--- src/rtl/music_sequencer_v3.sv ---
// rtl/music_sequencer_v3.sv - SRAM-driven single-voice music sequencer with tempo divider and duty-controlled speaker
//
// Fetches 16-bit instructions from external SRAM and plays notes as a square wave.
// Ports:
//   CLK, RST            clock, synchronous active-high reset
//   start, stop         one-cycle control pulses
//   SRAM_A / SRAM_D     instruction address out, instruction data in
//   tone_note/octave    current note fields to the external frequency table
//   tone_period/valid   table answer: cycles per wave, hit flag (0 = rest)
//   SPEAKER             square-wave output
//   busy, done, cur_pc  status: playing, END reached, executing address
module music_sequencer_v3 #(
    parameter int CLK_HZ       = 50000000,
    parameter int DEFAULT_BPM  = 96,
    parameter int ADDR_W       = 18,
    parameter int SRAM_LAT     = 2,
    parameter int PAUSE_CYCLES = 2000000
) (
    input  logic              CLK,
    input  logic              RST,
    input  logic              start,
    input  logic              stop,
    output logic [ADDR_W-1:0] SRAM_A,
    input  logic [15:0]       SRAM_D,
    output logic [3:0]        tone_note,
    output logic [1:0]        tone_octave,
    input  logic [31:0]       tone_period,
    input  logic              tone_valid,
    output logic              SPEAKER,
    output logic              busy,
    output logic              done,
    output logic [ADDR_W-1:0] cur_pc
);

    // Beats per minute -> cycles per beat uses CLK_HZ*60 as the dividend.
    localparam logic [63:0] DIVIDEND64 = 64'(CLK_HZ) * 64'd60;
    localparam logic [31:0] DIVIDEND   = DIVIDEND64[31:0];
    localparam logic [31:0] DEF_CPB    = 32'(DIVIDEND64 / 64'(DEFAULT_BPM));
    localparam logic [11:0] DEF_BPM    = 12'(DEFAULT_BPM);
    localparam logic [40:0] PAUSE      = 41'(PAUSE_CYCLES);
    localparam logic [2:0]  LAT_LAST   = 3'(SRAM_LAT - 1);

    typedef enum logic [2:0] {
        S_IDLE, S_FETCH, S_DECODE, S_DIV, S_PLAY, S_DONE
    } state_t;

    state_t              state;
    logic [ADDR_W-1:0]   pc;
    logic [15:0]         ins;
    logic [2:0]          lat_ctr;
    logic [11:0]         bpm;
    logic [31:0]         cycles_per_beat;
    logic [5:0]          div_cnt;
    logic [11:0]         rem;
    logic [31:0]         quo;
    logic [39:0]         note_cycles;
    logic [39:0]         note_ctr;
    logic [31:0]         wave_ctr;
    logic [1:0]          vol;

    // One restoring-division step; remainder stays below bpm so 12 bits suffice.
    logic [12:0] rem_sh;
    logic        q_bit;
    logic [11:0] rem_nx;
    logic [39:0] note_prod;
    logic [39:0] note_calc;
    logic [34:0] duty;

    always_comb begin
        rem_sh    = {rem, quo[31]};
        q_bit     = (rem_sh >= {1'b0, bpm});
        rem_nx    = q_bit ? 12'(rem_sh - {1'b0, bpm}) : rem_sh[11:0];
        note_prod = 40'(cycles_per_beat) * ({36'd0, ins[11:8]} + 40'd1);
        note_calc = note_prod >> 2;
        if (note_calc == 40'd0) begin
            note_calc = 40'd1;
        end
        duty = (35'(tone_period) * ({33'd0, vol} + 35'd1)) >> 3;
    end

    assign SRAM_A = pc;
    assign busy   = (state == S_FETCH) || (state == S_DECODE) ||
                    (state == S_DIV)   || (state == S_PLAY);
    assign done   = (state == S_DONE);

    // The last PAUSE_CYCLES of each note are silent; a note no longer than the
    // pause never sounds at all.
    assign SPEAKER = (state == S_PLAY) && tone_valid && (tone_period != 32'd0) &&
                     ({3'd0, wave_ctr} < duty) &&
                     (({1'b0, note_ctr} + PAUSE) < {1'b0, note_cycles});

    always_ff @(posedge CLK) begin
        if (RST) begin
            state           <= S_IDLE;
            pc              <= '0;
            cur_pc          <= '0;
            ins             <= '0;
            lat_ctr         <= '0;
            bpm             <= DEF_BPM;
            cycles_per_beat <= DEF_CPB;
            div_cnt         <= '0;
            rem             <= '0;
            quo             <= '0;
            note_cycles     <= '0;
            note_ctr        <= '0;
            wave_ctr        <= '0;
            vol             <= '0;
            tone_note       <= '0;
            tone_octave     <= '0;
        end else if (stop) begin
            state   <= S_IDLE;
            lat_ctr <= '0;
        end else begin
            case (state)
                S_IDLE, S_DONE: begin
                    if (start) begin
                        pc              <= '0;
                        bpm             <= DEF_BPM;
                        cycles_per_beat <= DEF_CPB;
                        lat_ctr         <= '0;
                        state           <= S_FETCH;
                    end
                end
                S_FETCH: begin
                    // SRAM_A follows pc, so the address is already on the pins
                    // during the first FETCH cycle.
                    if (lat_ctr == LAT_LAST) begin
                        ins     <= SRAM_D;
                        lat_ctr <= '0;
                        state   <= S_DECODE;
                    end else begin
                        lat_ctr <= lat_ctr + 3'd1;
                    end
                end
                S_DECODE: begin
                    cur_pc <= pc;
                    if (ins[15]) begin
                        tone_note   <= ins[3:0];
                        tone_octave <= ins[5:4];
                        vol         <= ins[7:6];
                        note_cycles <= note_calc;
                        note_ctr    <= '0;
                        wave_ctr    <= '0;
                        state       <= S_PLAY;
                    end else begin
                        case (ins[14:12])
                            3'd0: state <= S_DONE;
                            3'd1: begin
                                bpm     <= (ins[11:0] == 12'd0) ? 12'd1 : ins[11:0];
                                div_cnt <= '0;
                                state   <= S_DIV;
                            end
                            3'd2: begin
                                pc    <= ADDR_W'(ins[11:0]);
                                state <= S_FETCH;
                            end
                            default: begin
                                pc    <= pc + 1'b1;
                                state <= S_FETCH;
                            end
                        endcase
                    end
                end
                S_DIV: begin
                    if (div_cnt == 6'd0) begin
                        rem     <= '0;
                        quo     <= DIVIDEND;
                        div_cnt <= 6'd1;
                    end else begin
                        rem <= rem_nx;
                        quo <= {quo[30:0], q_bit};
                        if (div_cnt == 6'd32) begin
                            cycles_per_beat <= {quo[30:0], q_bit};
                            pc              <= pc + 1'b1;
                            state           <= S_FETCH;
                        end else begin
                            div_cnt <= div_cnt + 6'd1;
                        end
                    end
                end
                S_PLAY: begin
                    // Wrap on >= so a shorter period from the live table is
                    // honoured at once instead of counting up to 2^32.
                    if (({1'b0, wave_ctr} + 33'd1) >= {1'b0, tone_period}) begin
                        wave_ctr <= '0;
                    end else begin
                        wave_ctr <= wave_ctr + 32'd1;
                    end
                    if (note_ctr == note_cycles - 40'd1) begin
                        pc    <= pc + 1'b1;
                        state <= S_FETCH;
                    end else begin
                        note_ctr <= note_ctr + 40'd1;
                    end
                end
                default: state <= S_IDLE;
            endcase
        end
    end

endmodule
--- config.mk ---
export PLATFORM = sky130hd
export DESIGN_NAME = music_sequencer_v3
export DESIGN_NICKNAME = d
export VERILOG_FILES = /design/src/rtl/music_sequencer_v3.sv
export SDC_FILE = /design/constraint.sdc
export NUM_CORES = 1
export LEC_CHECK = 0
export BUFFER_PORTS_ARGS = -buffer_cell sky130_fd_sc_hd__buf_2
export CELL_PAD_IN_SITES_DETAIL_PLACEMENT = 0
export CELL_PAD_IN_SITES_GLOBAL_PLACEMENT = 1
export CORE_MARGIN = 5
export CORE_UTILIZATION = 48
export DETAILED_ROUTE_END_ITERATION = 6
export GPL_TIMING_DRIVEN = 0
export MAX_ROUTING_LAYER = met4
export PLACE_DENSITY_LB_ADDON = 0.08
export SLEW_MARGIN = 20
export SYNTH_ARGS = -nofsm -noshare
export SYNTH_HDL_FRONTEND = slang
export SYNTH_SLANG_ARGS = --single-unit
--- constraint.sdc ---
create_clock -name CLK -period 8.71 [get_ports CLK]
set_input_delay 1.742 -clock CLK [delete_from_list [all_inputs] [get_ports CLK]]
set_output_delay 1.742 -clock CLK [all_outputs]
set_load 0.005 [all_outputs]
**Word level (Yosys, flattened, before mapping)**

Index checks and enable logic that the tools add are counted.

- Bits in registers: 272
- Input bits: 53

- Mux-type cells: 42
- Add/sub/neg operators: 11
- Reduce and logical (&&, ||, !) cells: 34
- Bitwise logic cells: 1
- Equal/unequal tests: 21
- $mul: 2
- $lt $le $gt $ge: 4

Operator list:

| cell | count |
|---|---|
| two-way mux 32 bit | 6 |
| case mux 32 bit (2 select lines) | 2 |
| two-way mux 18 bit | 5 |
| two-way mux 40 bit | 2 |
| case mux 40 bit (2 select lines) | 1 |
| two-way mux 12 bit | 6 |
| case mux 18 bit (4 select lines) | 1 |
| adder 40 x 21 -> 41 bit, second input constant | 1 |
| < comparator 41 x 40 -> 1 bit | 1 |
| adder 40 x 1 -> 40 bit, second input constant | 1 |
| equality test 40 bit | 1 |
| zero test 40 bit | 1 |
| subtractor 40 x 1 -> 40 bit, second input constant | 1 |
| multiplier 32 x 5 -> 37 bit | 1 |
| case mux 18 bit (2 select lines) | 1 |
| multiplier 32 x 3 -> 35 bit | 1 |
| two-way mux 35 bit | 1 |
| adder 32 x 1 -> 33 bit, second input constant | 1 |
| greater-or-equal comparator 33 x 32 -> 1 bit | 1 |
| adder 32 x 1 -> 32 bit, second input constant | 1 |
| < comparator 32 bit | 1 |
| nonzero test 32 bit | 1 |
| two-way mux 3 bit | 8 |
| two-way mux 6 bit | 4 |
| other kinds (32) | 65 |

**Logic depth before layout (Yosys ltp)**

Gate-level depths: netlist (run 1).

- Word-level depth: 5
- Gate-level depth with buffers: 25
- Depth with buffers taken out: 24

**Worst setup path before layout (run 1)**

Ideal clock, no wire load.

- Kind: input port to output port
- Start: in tone_period[0]
- End: out SPEAKER
- Stages: 21
- Data required time: 6.968 ns
- Setup slack: 0.589 ns
- Arrival: 6.379 ns
- Path buffers: 0
- Path through: nand2_1 fa_1 or4b_2 fa_1 nor2b_1 o21a_1 o21ai_0 a211oi_1 o211ai_1 nand3_1 a2111o_1 a31oi_1 o21ai_0 a31oi_1 ha_1 a221o_1 nor4b_1 o221ai_1 a311oi_1 nand4_1 nor4_1

- Longest elaborated chain between the ends: 4
- Elaborated cells between the ends (all ways): 6
- Classes of those cells: mul (1); order compare (1); reduce/logical (4)

Ends and longest elaborated chain:

| element | RTL line | source |
|---|---|---|
| from (decl) | 27 | `input logic [31:0] tone_period,` |
| multiplier 32 x 3 -> 35 bit / nonzero test 32 bit (equally long branches) | 78, 88 |  |
| < comparator 32 bit / logical AND 1 bit (equally long branches) | 89, 88 |  |
| logical AND 1 bit (*) | 88 | `assign SPEAKER = (state == S_PLAY) && tone_valid && (tone_period != 32'd0) &&` |
| logical AND 1 bit (*) | 89 | `({3'd0, wave_ctr} < duty) &&` |
| to (decl) | 29 | `output logic SPEAKER,` |

Mark *: on every way between the ends. The rest lies on a longest branch, timed or not.

**Final worst setup path (run 1)**

Same ends and word-level chain as after synthesis.

==> run summary, run 1 <==
Area Growth Syn to Fin - 11.06%
top_reg_cell synth - dfxtp_1
worst min path class - flip-flop to flip-flop
FF-to-FF End - note_cycles[0]$_SDFFE_PP0P_
Synth Warn # - 0
Cell Rows - 82
fmax - 0.1172 GHz
fill count - 4,941
setup violators final - 0
Post-synth EDFFs - 0
fin util - 53.95%
Max Cap Violations - 0
CTS H-Tree Depth - 1
RSZ-0062 raised after global routing - true
vias in the first global route - 22.65k
Core ar. - 50,270 sq um
Synth Register Bits - 267
pwr dens - 100.8 nW/um^2
io pins - 98
fin. max-slew vios - 0
gr usage total - 27.34%
final period utilization - 97.95%
Syn Std Cell Area - 24,420 sq um
placed cells - 3,937
Slew @ Worst Pin - 0.9453 ns
Routed Antenna Nets - 0
Setup crit end kind - output pin
min-delay src - tone_note[1]$_SDFFE_PP0P_
largest net degree at the start of global routing - 17
Mapped Cells - 3,169
Hold Vio Cnt, Final - 0
Max FO, Critical Path - 2
overall die area - 55,490 sq um
First-pass DRT Iterations - 6
top cells by area, synth - dfxtp_1, ha_1, fa_1, nand2_1, xnor2_1
Fin Clk Skew - 0.02812 ns
Tmin final - 8.532 ns
Critical R2R Launch - ins[8]$_SDFFE_PP0P_
routed vias/inst - 5.697
Die Span Y - 235.6 microns
Clock Sinks - 267
global route overflow - 0
sequential cell area fraction in the yosys report - 21.89%
critical path launch point type - input pin
Post-Syn Nets - 3,540
GPL Wtd Cong - 0.9348
total CTS buffers - 31
Hold Path Stages - 2
status - finished, final reports clean
IO buf count - 96
clock slew at reported path FFs - 0.06 ns
TritonCTS clock tree - yes
dpl hpwl - 61,480 microns
VDD IR-drop max - 137.9 uV
Setup Crit Path Kind - input pin to output pin
commonest cells after routing, fill and taps aside - nand2_1, inv_1, dfxtp_1
R2R Setup Slk - 1.92 ns
Synth cell types - 84
Worst Path Arrival - 6.79 ns
synthesized area per cell - 7.706 sq um
DRC Markers - 0
Die X - 235.6 microns
nets - 3,680
Worst Hold Path EP - tone_note[1]$_SDFFE_PP0P_
area of the multi-input gates - 17,570 sq um
DRT Wirelength - 75,900 microns
most common cell after layout, fill and taps aside - nand2_1
slew margin rel. - 36.98%
clock tree buffer depth - 3
later-pin clock latency in the skew report - 0.59 ns
Worst EP required - 6.97 ns
CTS root buf - clkbuf_16
layout cells sized above 1 - 6.991%
Async SR Flop Fraction - 0%
WL/cell - 18.95 microns
Starting Density - 48.58%
Synth area leader - dfxtp_1
Worst R2R Path Depth - 21
routed vias - 22.82k
post-route insts no fill - 4,006
leakage - 0.01174 uW
global-route wire length before repair - 122,900 microns
Hold-fix buffers, CTS - 0
initial antenna violation count - 1
total power draw - 2735 uW
Reg area - 5346 sq um
DR iter-0 viols - 1,467
post-synth top area share - 21.89%
CP Launch Point - tone_period[0]
[registers in the layout, summed over array words and instances (netlist names), 3 cells and up]
signal           count
note_ctr            40
note_cycles         35
cycles_per_beat     32
quo                 32
wave_ctr            32
SRAM_A              18
cur_pc              18
ins                 16
bpm                 12
rem                 12
div_cnt              6
tone_note            4
lat_ctr              3
state                3
[layer usage]
layer / vias to the layer above / wire [microns] / track usage, %
met2: 456 / 37160 / 47.15
met1: 11061 / 34270 / 35.48
met4: 0 / 1697 / 5.559
met5: - / 0 / -
li1: 11206 / - / -
met3: 98 / 2773 / 2.320
[critical path, stage by stage]
cell	delay, ns
buf_12	0.08
nand2_4	0.05
fa_1	0.51
or4b_4	0.50
fa_2	0.38
nor2b_1	0.13
o21a_1	0.16
o21ai_2	0.09
a211oi_2	0.29
o211ai_1	0.14
nand3_2	0.12
a2111o_1	0.21
a31oi_4	0.12
o21ai_2	0.19
a31oi_1	0.11
ha_1	0.32
a221o_1	0.35
nor4b_4	0.25
o221ai_2	0.17
a311oi_2	0.24
nand4_1	0.17
nor4_4	0.29
buf_2	0.17
[cell usage after synthesis (all sizes together) (9+ instances only)]
library cell  instances
dfxtp               267
nor2b                36
mux2i                32
and3                 26
o22ai                14
buf                  12
nor4                 53
a21o                 65
a211oi               17
fa                  122
o21a                 19
nor3                 83
a31oi                20
a21oi               219
clkbuf              165
o21ai               111
or2                  16
and2                124
nor2                248
o31ai                11
or3                  35
a2111oi               9
o32ai                11
xnor2               130
inv                 276
a41oi                11
nand2               396
o21bai               10
a22oi                39
a32oi                25
ha                  196
nand4                67
nand3                79
xor2                 63
nand2b               52
[worst max-delay path by stage]
stage	cells past startpoint	to	slack, ns
after floorplan	21	SPEAKER	0.59
after global placement	23	SPEAKER	-1.08
after detailed placement	23	SPEAKER	-1.12
after CTS	23	SPEAKER	-0.005
after global routing	23	SPEAKER	-0.05
final	23	SPEAKER	0.18
[metrics by stage]
step	hold slack (ns)	instance area, sq um	TNS (ns)	setup slack [ns]
after CTS	0.4538	27060	-0.004673	-0.004673
after floorplan	0.4258	24420	0	0.5888
after global routing	0.4766	27120	-0.04683	-0.04683
after global placement	0.4402	25740	-1.079	-1.079
after detailed placement	0.4456	25750	-1.117	-1.117
final	0.4505	27120	0	0.1784
[power by group]
part / switching [uW] / total, uW / internal, uW
combinational: 115 / 170 / 55.1
sequential: 4.19 / 1230 / 1220
clock: 545 / 1340 / 792
[cell type report]
type	instances	area share, %
well taps	672	3.100
inverters	276	3.820
clock inverters	12	0.6090
repair buffers	107	2.224
clock buffers	45	3.239
plain buffers	177	2.505
multi-input cells	2449	64.78
flip-flops and latches	267	19.71
diodes	1	0.009227
[cell families after synthesis]
logic type	synth area share [%]
AND/OR/NAND/NOR	25.99
AO/OA/AOI/OAI	16.75
buffers and inverters	7.009
adder cells (fa/ha/maj)	20.08
flip-flops	21.89
XOR/XNOR	6.922
multiplexers	1.358
[repair_timing]
| action | 4_1_cts | 5_1_grt |
|---|---|---|
| gates resized for setup | 45 | 9 |
| pin swaps | 21 | 11 |
| endpoints found under the hold margin | 0 | 0 |
| setup buffers | 9 | 2 |
| endpoints found under the setup margin | 1 | 1 |
Note: power is estimated with default switching activity, not from simulation.
==> run 2: changes to the inputs <==
--- a/config.mk
+++ b/config.mk
@@ -6,10 +6,7 @@
 export NUM_CORES = 1
 export LEC_CHECK = 0
 export BUFFER_PORTS_ARGS = -buffer_cell sky130_fd_sc_hd__buf_2
-export CELL_PAD_IN_SITES_DETAIL_PLACEMENT = 0
-export CELL_PAD_IN_SITES_GLOBAL_PLACEMENT = 1
-export CORE_MARGIN = 5
-export CORE_UTILIZATION = 48
+export CORE_UTILIZATION = 50
 export DETAILED_ROUTE_END_ITERATION = 6
 export GPL_TIMING_DRIVEN = 0
 export MAX_ROUTING_LAYER = met4
==> constraint.sdc (replaced) <==
create_clock -name CLK -period 7.91 [get_ports CLK]
set_input_delay 1.582 -clock CLK [delete_from_list [all_inputs] [get_ports CLK]]
set_output_delay 1.582 -clock CLK [all_outputs]
set_load 0.005 [all_outputs]
==> run 2 against run 1 <==
The run now ends with negative setup slack left. Core utilization is 2.6 points higher. Die area is 10% lower. Power is 8.7% higher.
==> run summary, run 2 (synthesis results as in run 1) <==
Slew @ Worst Pin - 1.093 ns
global-route wire length before repair - 121,100 microns
Area after DPL - 25,680 sq um
Post-Place Setup Slack - -1.208 ns
Hold Path Stages - 2
TritonCTS clock tree - yes
Worst EP required - 6.33 ns
global route overflow - 0
Worst Path Arrival - 6.56 ns
dpl hpwl - 59,550 microns
final period utilization - 102.9%
layout cells sized above 1 - 7.750%
Logic pwr share - 6.4%
clock slew at reported path FFs - 0.06 ns
R2R Setup Slk - 1.05 ns
failing checks - negative setup slack
Cell Rows - 80
Fin Clk Skew - 0.01554 ns
Die Span Y - 223 microns
worst min path class - flip-flop to flip-flop
clock share of power - 48.1%
most common cell after layout, fill and taps aside - nand2_1
First-pass DRT Iterations - 5
nets - 3,688
leakage - 0.01178 uW
pwr dens - 109.5 nW/um^2
overall die area - 49,730 sq um
slew margin rel. - 26.20%
later-pin clock latency in the skew report - 0.59 ns
top flop regs - note_ctr: 40 flops, note_cycles: 35 flops
fin. max-slew vios - 0
DRT Wirelength - 74,740 microns
CTS H-Tree Depth - 1
Core ar. - 47,950 sq um
total CTS buffers - 31
clock tree buffer depth - 3
fill count - 4,607
Sw Ratio - 25.22%
gr usage total - 30.83%
Max FO, Critical Path - 5
FF-to-FF End - note_cycles[0]$_SDFFE_PP0P_
Routed Antenna Nets - 0
Final Worst Setup Slack - -0.2271 ns
Worst R2R Path Depth - 19
fmax - 0.1229 GHz
Hold-fix buffers, CTS - 0
commonest cells after routing, fill and taps aside - nand2_1, inv_1, dfxtp_1
io pins - 98
Critical R2R Launch - ins[8]$_SDFFE_PP0P_
min-delay src - tone_note[2]$_SDFFE_PP0P_
CTS root buf - clkbuf_16
RSZ-0062 raised after global routing - true
initial antenna violation count - 0
WL/cell - 18.88 microns
Tmin final - 8.137 ns
setup violators final - 1
total net switching power - 749.4 uW
Setup crit end kind - output pin
VDD IR-drop max - 164.9 uV
Setup Crit Path Kind - input pin to output pin
Area Growth Syn to Fin - 11.09%
GPL Wtd Cong - 0.9608
Starting Density - 50.93%
Hold Vio Cnt, Final - 0
Worst Hold Path EP - tone_note[2]$_SDFFE_PP0P_
Die X - 223 microns
routed vias - 23.16k
Largest register FFs - 40
register share of total power - 45.5%
Int Power - 2222 uW
vias in the first global route - 22.77k
area of the multi-input gates - 17,610 sq um
largest net degree at the start of global routing - 16
DRC Markers - 0
IO buf count - 96
Reg area - 5349 sq um
routed vias/inst - 5.852
status - finished with violations
Post-Layout Inst Area - 27,130 sq um
Max Cap Violations - 0
DR iter-0 viols - 1,706
Reg with most FFs - note_ctr
Clock Sinks - 267
critical path launch point type - input pin
## run 2: per-layer routing
layer	part of all wire (%)	global-route usage, %	vias to the layer above
li1	-	-	11216
met1	45	40.06	11230
met2	47	51.49	582
met3	4.2	2.647	133
met4	2.9	8.076	0
met5	0	-	-
## run 2: worst max path at each step
stage	start	to	slack, ns
detailed placement	tone_period[1]	SPEAKER	-1.21
global placement	tone_period[2]	SPEAKER	-1.17
finish	tone_period[0]	SPEAKER	-0.23
global route	tone_period[0]	SPEAKER	-0.46
floorplan	tone_period[0]	SPEAKER	0.11
CTS	tone_period[2]	SPEAKER	-0.35
## run 2: what timing repair did
item                                    in CTS  in global routing
gates resized for setup                     38                 39
endpoints found under the setup margin       1                  1
pin swaps                                   21                 25
hold endpoints to repair                     0                  0
gates cloned                                 0                  0
setup buffers                               11                  8
## run 2: final cells by class
| type | instances | area share, % |
|---|---|---|
| buffer | 177 | 2.518 |
| tap | 615 | 2.836 |
| multi-input combinational | 2449 | 64.92 |
| antenna | 1 | 0.009224 |
| inverter | 276 | 3.819 |
| clock inverter | 20 | 0.6365 |
| clock buffer | 38 | 3.067 |
| sequential | 267 | 19.72 |
| timing repair buffer | 115 | 2.472 |
## run 2: power by group through the flow
| stage | logic [uW] | registers [uW] | clock network, uW |
|---|---|---|---|
| floorplan | 106 | 1380 | 0 |
| detailed placement | 179 | 1380 | 0 |
| global placement | 175 | 1380 | 0 |
| finish | 191 | 1350 | 1430 |
| CTS | 184 | 1350 | 1450 |
| global route | 210 | 1350 | 1510 |
## run 2: critical path, cell delays in order
cell and delay (ns):
buf_6 0.10, nand2_2 0.07, fa_1 0.50, or4b_4 0.51, fa_2 0.40, nor2b_2 0.12, o21a_1 0.15, o21ai_2 0.09
a211oi_2 0.29, o211ai_1 0.14, nand3_2 0.12, a2111o_1 0.22, a31oi_4 0.11, o21ai_2 0.15, a31oi_1 0.10, ha_1 0.32
a221o_1 0.36, nor4b_2 0.22, o221ai_1 0.17, a311oi_2 0.22, nand4_1 0.13, nor4_2 0.29, buf_2 0.17
## run 2: stage by stage
stage	TNS [ns]	hold slack (ns)	cells	power (uW)	utilization, %
after floorplan	0	0.4258	3169	1486	-
after global placement	-1.168	0.4419	3880	1556	53.54
after detailed placement	-1.208	0.4431	3880	1560	53.55
after CTS	-0.3471	0.4518	3949	2984	56.14
after global routing	-0.4628	0.4742	3957	3066	56.58
final	-0.2271	0.4544	3958	2972	56.58
